--- config.mk ---
export PLATFORM = sky130hd
export DESIGN_NAME = fir_param
export DESIGN_NICKNAME = d
export VERILOG_FILES = /design/src/rtl/fir_pkg.sv /design/src/rtl/fir_mac.sv /design/src/rtl/fir_param.sv
export SDC_FILE = /design/constraint.sdc
export NUM_CORES = 1
export LEC_CHECK = 0
export CORE_ASPECT_RATIO = 0.7
export CORE_MARGIN = 10
export CORE_UTILIZATION = 45
export DETAILED_ROUTE_END_ITERATION = 6
export PLACE_DENSITY = 0.72
export SYNTH_ARGS = -nofsm -noshare
export SYNTH_HDL_FRONTEND = slang
export SYNTH_HIERARCHICAL = 1
export SYNTH_SLANG_ARGS = --single-unit
--- constraint.sdc ---
create_clock -name clk -period 13.1 [get_ports clk]
set_input_delay 1.965 -clock clk [delete_from_list [all_inputs] [get_ports clk]]
set_output_delay 1.965 -clock clk [all_outputs]
set_load 0.1 [all_outputs]
--- src/rtl/fir_pkg.sv ---
// Shared types and width helpers for the parameterised FIR filter.
package fir_pkg;

  typedef enum logic [1:0] {StIdle, StLoad, StReady, StCompute} fir_state_t;

  function automatic int unsigned acc_width(input int unsigned data_w, input int unsigned taps);
    return 2 * data_w + $clog2(taps);
  endfunction

  function automatic int unsigned max_width(input int unsigned a, input int unsigned b);
    return (a > b) ? a : b;
  endfunction

endpackage

--- src/rtl/fir_mac.sv ---
// Signed multiply-accumulate: full-precision product added into a sign-extended accumulator.
module fir_mac #(
  parameter int unsigned DataW = 8,
  parameter int unsigned AccW  = 19
) (
  input  logic                    clk_i,
  input  logic                    reset_i,
  input  logic                    clear_i,
  input  logic                    en_i,
  input  logic signed [DataW-1:0] coef_i,
  input  logic signed [DataW-1:0] sample_i,
  output logic signed [AccW-1:0]  acc_o
);

  logic signed [2*DataW-1:0] prod;
  logic signed [AccW-1:0]    acc_d, acc_q;

  assign prod = coef_i * sample_i;

  always_comb begin
    acc_d = acc_q;
    if (clear_i) begin
      acc_d = '0;
    end else if (en_i) begin
      acc_d = acc_q + {{(AccW - 2 * DataW){prod[2*DataW-1]}}, prod};
    end
  end

  always_ff @(posedge clk_i) begin
    if (reset_i) begin
      acc_q <= '0;
    end else begin
      acc_q <= acc_d;
    end
  end

  assign acc_o = acc_q;

endmodule

--- src/rtl/fir_param.sv ---
// Sequential FIR filter: loads TAPS coefficients, then one MAC per cycle per accepted sample.
// Define FIR_SATURATE_EN to clamp the result to OUT_W bits instead of wrapping.
module fir_param
  import fir_pkg::*;
#(
  parameter int unsigned DATA_W = 8,
  parameter int unsigned TAPS   = 5,
  parameter int unsigned OUT_W  = 16
) (
  input  logic                    clk,
  input  logic                    reset,
  input  logic [DATA_W-1:0]       data_in,
  input  logic                    coef_enable,
  input  logic                    sample_enable,
  output logic signed [OUT_W-1:0] data_out,
  output logic                    out_enable,
  output logic                    busy,
  output logic                    error
);

  localparam int unsigned AccW  = acc_width(DATA_W, TAPS);
  localparam int unsigned CntW  = $clog2(TAPS + 1);
  localparam int unsigned WideW = max_width(AccW, OUT_W) + 1;

  fir_state_t state_q, state_d;

  logic        [CntW-1:0]   count_q, idx_q;
  logic signed [DATA_W-1:0] coeff_q [TAPS];
  logic signed [DATA_W-1:0] x_q     [TAPS];
  logic signed [OUT_W-1:0]  data_out_q;
  logic                     out_enable_q, error_q;

  logic coef_start, coef_next, load_abort, sample_accept, mac_en, finish, err_d;
  logic signed [DATA_W-1:0] tap_coef, tap_sample;
  logic signed [AccW-1:0]   mac_acc;
  logic signed [WideW-1:0]  acc_ext;
  logic signed [OUT_W-1:0]  result;

  always_ff @(posedge clk) begin
    if (reset) begin
      state_q <= StIdle;
    end else begin
      state_q <= state_d;
    end
  end

  always_comb begin
    state_d = state_q;
    unique case (state_q)
      StIdle:    if (coef_enable && !sample_enable) state_d = StLoad;
      StLoad: begin
        if (!coef_enable) begin
          state_d = StIdle;
        end else if (!sample_enable && count_q == CntW'(TAPS - 1)) begin
          state_d = StReady;
        end
      end
      StReady: begin
        if (coef_enable && !sample_enable) begin
          state_d = StLoad;
        end else if (sample_enable && !coef_enable) begin
          state_d = StCompute;
        end
      end
      StCompute: if (idx_q == CntW'(TAPS)) state_d = StReady;
      default:   state_d = StIdle;
    endcase
  end

  always_comb begin
    coef_start    = 1'b0;
    coef_next     = 1'b0;
    load_abort    = 1'b0;
    sample_accept = 1'b0;
    mac_en        = 1'b0;
    finish        = 1'b0;
    busy          = (state_q == StCompute);
    // Simultaneous enables, misplaced samples and coefficients mid-compute are all rejected.
    err_d = (coef_enable && sample_enable) || (sample_enable && state_q != StReady) ||
            (coef_enable && state_q == StCompute);
    unique case (state_q)
      StIdle:  coef_start = coef_enable && !sample_enable;
      StLoad: begin
        coef_next  = coef_enable && !sample_enable;
        load_abort = !coef_enable;
      end
      StReady: begin
        coef_start    = coef_enable && !sample_enable;
        sample_accept = sample_enable && !coef_enable;
      end
      StCompute: begin
        mac_en = (idx_q != CntW'(TAPS));
        finish = (idx_q == CntW'(TAPS));
      end
      default: ;
    endcase
  end

  always_ff @(posedge clk) begin
    if (reset) begin
      count_q      <= '0;
      idx_q        <= '0;
      data_out_q   <= '0;
      out_enable_q <= 1'b0;
      error_q      <= 1'b0;
      for (int k = 0; k < TAPS; k++) begin
        coeff_q[k] <= '0;
        x_q[k]     <= '0;
      end
    end else begin
      error_q      <= err_d;
      out_enable_q <= finish;
      if (finish) data_out_q <= result;
      if (coef_start) begin
        coeff_q[0] <= data_in;
        count_q    <= CntW'(1);
      end else if (coef_next) begin
        for (int k = 0; k < TAPS; k++) begin
          if (count_q == CntW'(k)) coeff_q[k] <= data_in;
        end
        count_q <= count_q + CntW'(1);
      end else if (load_abort) begin
        count_q <= '0;
      end
      if (sample_accept) begin
        x_q[0] <= data_in;
        for (int k = 1; k < TAPS; k++) x_q[k] <= x_q[k-1];
        idx_q <= '0;
      end else if (mac_en) begin
        idx_q <= idx_q + CntW'(1);
      end
    end
  end

  always_comb begin
    tap_coef   = '0;
    tap_sample = '0;
    for (int k = 0; k < TAPS; k++) begin
      if (idx_q == CntW'(k)) begin
        tap_coef   = coeff_q[k];
        tap_sample = x_q[k];
      end
    end
  end

  fir_mac #(
    .DataW(DATA_W),
    .AccW (AccW)
  ) u_mac (
    .clk_i   (clk),
    .reset_i (reset),
    .clear_i (sample_accept),
    .en_i    (mac_en),
    .coef_i  (tap_coef),
    .sample_i(tap_sample),
    .acc_o   (mac_acc)
  );

  assign acc_ext = {{(WideW - AccW){mac_acc[AccW-1]}}, mac_acc};

`ifdef FIR_SATURATE_EN
  localparam logic signed [WideW-1:0] SatMax = (WideW'(1) << (OUT_W - 1)) - WideW'(1);
  localparam logic signed [WideW-1:0] SatMin = -(WideW'(1) << (OUT_W - 1));

  always_comb begin
    if (acc_ext > SatMax) begin
      result = OUT_W'(SatMax);
    end else if (acc_ext < SatMin) begin
      result = OUT_W'(SatMin);
    end else begin
      result = OUT_W'(acc_ext);
    end
  end
`else
  assign result = OUT_W'(acc_ext);
`endif

  assign data_out   = data_out_q;
  assign out_enable = out_enable_q;
  assign error      = error_q;

endmodule

# ---- Word level (Yosys, flattened, before mapping)
# Memory sizes are Yosys's and may differ from the RTL's.
# Index checks and enable logic that the tools add are counted.
dict set report op_classes {
  addsub 3
  multipliers 1
  eq_ne 18
  n_mux 70
  n_bitwise 11
  n_reduce_logical 19
}
# op count
set op_table {}
lappend op_table {{8-bit 2-to-1 mux} 21}
lappend op_table {{1-bit 2-to-1 mux} 40}
lappend op_table {{19-bit adder} 1}
lappend op_table {{8-bit by 8-bit multiplier with 16-bit output} 1}
lappend op_table {{3-bit by 2-bit == test with 1-bit output (second input constant)} 4}
lappend op_table {{2-bit 2-to-1 mux} 6}
lappend op_table {{1-bit OR} 11}
lappend op_table {{3-bit == test (second input constant)} 3}
lappend op_table {{3-bit inequality test (second input constant)} 3}
lappend op_table {{2-bit case mux with 4 select lines} 1}
lappend op_table {{3-bit by 1-bit adder with 3-bit output (second input constant)} 2}
lappend op_table {{3-bit by 1-bit == test with 1-bit output (second input constant)} 2}
lappend op_table {{1-bit logical AND} 6}
lappend op_table {{3-bit zero test} 2}
lappend op_table {{3-bit 2-to-1 mux} 2}
lappend op_table {{2-bit OR reduction} 3}
lappend op_table {{2-bit == test (second input constant)} 2}
lappend op_table {{2-bit inequality test (second input constant)} 2}
lappend op_table {{4-bit AND reduction} 1}
lappend op_table {{3-bit nonzero test} 1}
lappend op_table {{2-bit by 1-bit == test with 1-bit output (second input constant)} 1}
lappend op_table {{1-bit zero test} 2}
lappend op_table {{2-bit zero test} 1}
lappend op_table {{1-bit logical OR} 2}
lappend op_table {{2 further kinds} 2}
dict set report totals {
  regBits 45
  ramBits 80
  input_bits 12
  out_inout_bits 19
  wordCells 132
  mem_count 2
}
# name depth word_bits read_ports rd_ports_with_merged_regs wr line
set memory_table {}
lappend memory_table {coeff_q 5 8 5 0 5 fir_param.sv:28} ;# logic signed [DATA_W-1:0] coeff_q [TAPS];
lappend memory_table {x_q 5 8 5 0 5 fir_param.sv:29} ;# logic signed [DATA_W-1:0] x_q [TAPS];

# ---- Longest topological paths before layout
dict set report logic_depth {
  word_depth 8
  mapped_depth 33
  depth_no_buf 29
}

# ---- Hierarchy
# The synthesis kept the hierarchy.
# mod instances cells_per_inst area_each_um2 seq_area_each_um2
set modules_own_cells {}
lappend modules_own_cells {fir_param 1 437 4914.7 2922.8}
lappend modules_own_cells {fir_mac 1 467 4047.6 380.4}

# ---- Least setup slack after synthesis
# No wires, ideal clock.
dict set report synth_path {
  path_kind {reg2reg}
  from {register idx_q[0]}
  to {register u_mac.acc_q[18] (netlist: u_mac/acc_o[18])}
  setup_time_ns 0.115
  arrival_ns 7.373
  t_required_ns 12.985
  path_slack_ns 5.612
  path_stages_with_launch 34
  n_path_buf 3
  synth_period_minus_slack_ns 7.488
  path_cell_list {dfxtp_1 -> inv_1 -> ha_1 -> buf_6 -> and2_4 -> buf_6 -> buf_6 -> a221o_1 -> and2_1 -> fa_1 -> inv_1 -> fa_1 -> inv_1 -> fa_1 -> inv_1 -> fa_1 -> inv_1 -> ha_1 -> a21oi_1 -> o21bai_1 -> a21oi_1 -> o21bai_1 -> a21oi_1 -> or4b_1 -> o211ai_1 -> ha_1 -> nand4_1 -> a2111oi_0 -> a31oi_1 -> o311ai_2 -> o31ai_1 -> or4b_1 -> and3_1 -> o21a_1}
}
dict set report synth_via {
  elab_chain_cells 8
  elab_cells_between_ends 19
  cone_classes {add/sub (1); mul (1); eq/ne (5); mux (11); reduce/logical (1)}
}
# element line
set synth_rtl {}
lappend synth_rtl {{start, declared} fir_param.sv:27} ;# logic [CntW-1:0] count_q, idx_q;
lappend synth_rtl {{start signal, assigned} fir_param.sv:130} ;# idx_q <= idx_q + CntW'(1);
lappend synth_rtl {{3-bit zero test} fir_param.sv:139} ;# if (idx_q == CntW'(k)) begin
lappend synth_rtl {{8-bit 2-to-1 mux (4 in a row)} fir_param.sv:139}
lappend synth_rtl {{8-bit 2-to-1 mux *} fir_param.sv:139}
lappend synth_rtl {{via tap_coef[3]} fir_param.sv:34} ;# logic signed [DATA_W-1:0] tap_coef, tap_sample;
lappend synth_rtl {{8-bit by 8-bit multiplier with 16-bit output *} fir_mac.sv:18} ;# assign prod = coef_i * sample_i;
lappend synth_rtl {{19-bit adder *} fir_mac.sv:25} ;# acc_d = acc_q + {{(AccW - 2 * DataW){prod[2*DataW-1]}}, prod};
lappend synth_rtl {{end signal, assigned} fir_mac.sv:31} ;# acc_q <= '0;
lappend synth_rtl {{end signal, assigned} fir_mac.sv:33} ;# acc_q <= acc_d;
lappend synth_rtl {{end, declared} fir_mac.sv:16} ;# logic signed [AccW-1:0] acc_d, acc_q;
# Mark *: on every way through the listed nets, which the timed path passes. The rest lies on a longest branch.
# A chain may end at the register's enable or synchronous reset.

# ---- Final worst setup path
dict set report layout_path {
  from {register idx_q[0]}
  to {register u_mac.acc_q[15] (netlist: u_mac/acc_o[15])}
}
dict set report layout_via {
  elab_chain_cells 8
  elab_cells_between_ends 19
  cone_classes {add/sub (1); mul (1); eq/ne (5); mux (11); reduce/logical (1)}
}
# element line
set layout_rtl {}
lappend layout_rtl {{3-bit zero test} fir_param.sv:139}
lappend layout_rtl {{8-bit 2-to-1 mux (4 in a row)} fir_param.sv:139}
lappend layout_rtl {{8-bit 2-to-1 mux *} fir_param.sv:139}
lappend layout_rtl {{via tap_sample[0]} fir_param.sv:34}
lappend layout_rtl {{8-bit by 8-bit multiplier with 16-bit output *} fir_mac.sv:18}
lappend layout_rtl {{19-bit adder *} fir_mac.sv:25}
# Marks and branches as above.

==> flow_summary.yaml <==
finish:
  antennaDiodeCount: 0
  drive_above_1_share: 0.07309
  multi_input_area_um2: 4728
  nets: 1017
  seq_area_um2: 3243
  final_cell_count_no_fill: 1145
  syn_to_final_growth_pct: 11.43
  filler_cell_count: 1689
place:
  port_buffers: 30
  routabilityCongestion: 0.8542
  dp_hpwl_um: 13260
  dpl.cell_count: 1113
clock_tree:
  cts_setup_buffers: 0
  clk_pin_slew_ns: 0.06
  cts_hold_buffers: 0
  cts_max_path_buffers: 2
  cts_tree: "built"
  clk_latency_ns: 0.42
  cts_sinks: 122
  root_buffer: "clkbuf_16"
  htree_num_levels: 4
  ctsResizeCount: 0
  cts_buffers: 17
critical_path:
  reg2reg_slack_ns: 5.54
  cp_max_fo: 17
  crit_type: "flop to flop"
  arrival_ns: 7.85
  r2r_cells: 27
  crit_start: "idx_q[0]$_SDFFE_PP0P_"
  timing.rr.end: "u_mac/acc_o[15]$_SDFFE_PP0P_"
  crit_end: "u_mac/acc_o[15]$_SDFFE_PP0P_"
  timing.critical_path.to_type: "flop"
  rr_startpoint: "idx_q[0]$_SDFFE_PP0P_"
  cp.required_ns: 13.39
  worstSetupStartpointType: "flop"
floorplan:
  dieHeight_um: 136.2
  io_pins: 31
  die_area_um2: 25330
  die_w_um: 186.0
  start_util: 0.4588
  rows: 42
  fp.coreArea_um2: 18920
sta:
  tightestPinTransition_ns: 1.074
  min_period_over_period: 0.5768
  worst_slew_margin_rel: 0.2843
  clock_skew_ns: 0.01003
  finalSetupTns_ns: 0
  setup_viol: 0
  rsz0062_at_grt: "no"
  finalHoldViolations: 0
  slew_violations: 0
  max_freq_mhz: 132.3
  min_period_ns: 7.556
detailed_routing:
  drtPass1Iterations: 5
  drt_iter0_drc: 540
  drt_wl_total_um: 18090
  drtAntennaViolNets: 0
  vias: 6063
  drc: 0
  wl_per_cell_um: 15.80
  viasPerCell: 5.295
status:
  outcome: "finished clean"
power:
  power.density_nw_per_um2: 136.8
  peakVddDrop_uv: 74.49
  power.leakage_nw: 4.199
global_route:
  grt_first_pass_wirelength_um: 30540
  grt_usage: 0.1518
  grt_max_degree: 50
  overflow: 0
  grt_pass1_vias: 5908
  antenna_found_initial: 0
synth:
  yosys_warnings: 6
  netlist_instances: 872
  syn_area_um2: 8680
  avgSynthCellArea_um2: 9.954
  syn_nets: 999
min_path:
  min_path_type: "flop to flop"
job:
  maxCapViolCount: 0
## worst min path at each step
| stage | to | cells after the start | startpoint |
|---|---|---|---|
| 2_1_floorplan | data_out[15]$_SDFFE_PP0P_ | 2 | u_mac/acc_o[15]$_SDFFE_PP0P_ |
| 3_3_place_gp | data_out[4]$_SDFFE_PP0P_ | 2 | data_out[4]$_SDFFE_PP0P_ |
| 6_report | data_out[9]$_SDFFE_PP0P_ | 2 | data_out[9]$_SDFFE_PP0P_ |
| 3_5_place_dp | data_out[9]$_SDFFE_PP0P_ | 2 | data_out[9]$_SDFFE_PP0P_ |
| 5_1_grt | data_out[9]$_SDFFE_PP0P_ | 2 | data_out[9]$_SDFFE_PP0P_ |
| 4_1_cts | data_out[4]$_SDFFE_PP0P_ | 2 | data_out[4]$_SDFFE_PP0P_ |
## placed cells by master, fill, tap and decap left out, drive strengths merged, types with 2 or more instances in the layout
master         instances
a211o                  2
a211oi                 4
a21o                  14
a21oi                 79
a221o                 16
a2bb2oi                2
a31o                   2
a31oi                  2
and2                  72
and3                  18
and3b                  2
buf                    5
bufinv                 2
clkbuf                17
clkdlybuf4s50         29
clkinv                 6
clkinvlp               2
dfxtp                 42
edfxtp                80
fa                    56
ha                    59
inv                  133
mux2i                 12
nand2                 72
nand2b                 8
nand3                  6
nand4                  3
nor2                  35
nor2b                 13
nor3                  20
nor3b                  4
o21ai                 30
o21bai                 2
or2                    7
xnor2                 24
xor2                   4
## layer usage
layer | GRT usage | vias to the layer above | wire, um
met5 | 0 | - | 0
met4 | 0.04196 | 0 | 141
met3 | 0.03199 | 11 | 895
met2 | 0.2174 | 132 | 7780
met1 | 0.2248 | 2957 | 9276
li1 | - | 2963 | -
## cell type report
type,instances,share of cell area
inverter,128,0.04968
clock buffer,17,0.04398
tap,242,0.03131
multi-input combinational,587,0.4889
clock inverter,15,0.01721
timing repair buffer,34,0.03364
sequential,122,0.3353
## registers in the layout, indices dropped and copies added (netlist names)
name	flops
coeff_q	40
count_q	3
data_out	16
error	1
idx_q	3
out_enable	1
state_q	2
u_mac/acc_o	16
x_q	40
## metrics by stage
stage | utilization | setup slack, ns | hold WS [ns] | area, um2 | power (mW)
floorplan | - | 6.698 | 0.4444 | 8680 | 0.7810
global placement | 0.4800 | 5.819 | 0.4414 | 9080 | 0.8495
detailed placement | 0.4800 | 5.635 | 0.4482 | 9080 | 0.8579
CTS | 0.5112 | 5.602 | 0.4563 | 9672 | 1.331
global route | 0.5112 | 4.990 | 0.4701 | 9672 | 1.413
finish | 0.5112 | 5.544 | 0.4508 | 9672 | 1.323
## worst max-delay path, cell delays in order, from the launching register on
cell and delay, ns:
dfxtp_1 0.39, ha_1 0.17, ha_1 0.47, or2_1 0.69
a21oi_1 0.09, a221o_1 0.46, and2_1 0.25, fa_1 0.51
inv_1 0.05, fa_1 0.49, inv_1 0.05, fa_1 0.47
inv_1 0.05, fa_1 0.52, inv_1 0.04, ha_1 0.34
a21oi_1 0.23, o21bai_1 0.09, a21oi_1 0.23, o21bai_1 0.10
a21oi_1 0.31, xnor2_1 0.17, ha_1 0.32, a21oi_1 0.22
o221ai_1 0.16, a21oi_1 0.25, nor4b_1 0.07, a211o_1 0.25
## power by group
| part | leakage, nW | switching, mW | total [mW] | internal, mW |
|---|---|---|---|---|
| Combinational | 2.74 | 0.241 | 0.419 | 0.179 |
| Sequential | 1.17 | 0.00770 | 0.433 | 0.425 |
| Clock | 0.288 | 0.187 | 0.471 | 0.284 |
| Total | 4.20 | 0.435 | 1.32 | 0.888 |
Power figures use the tool's default switching activity.
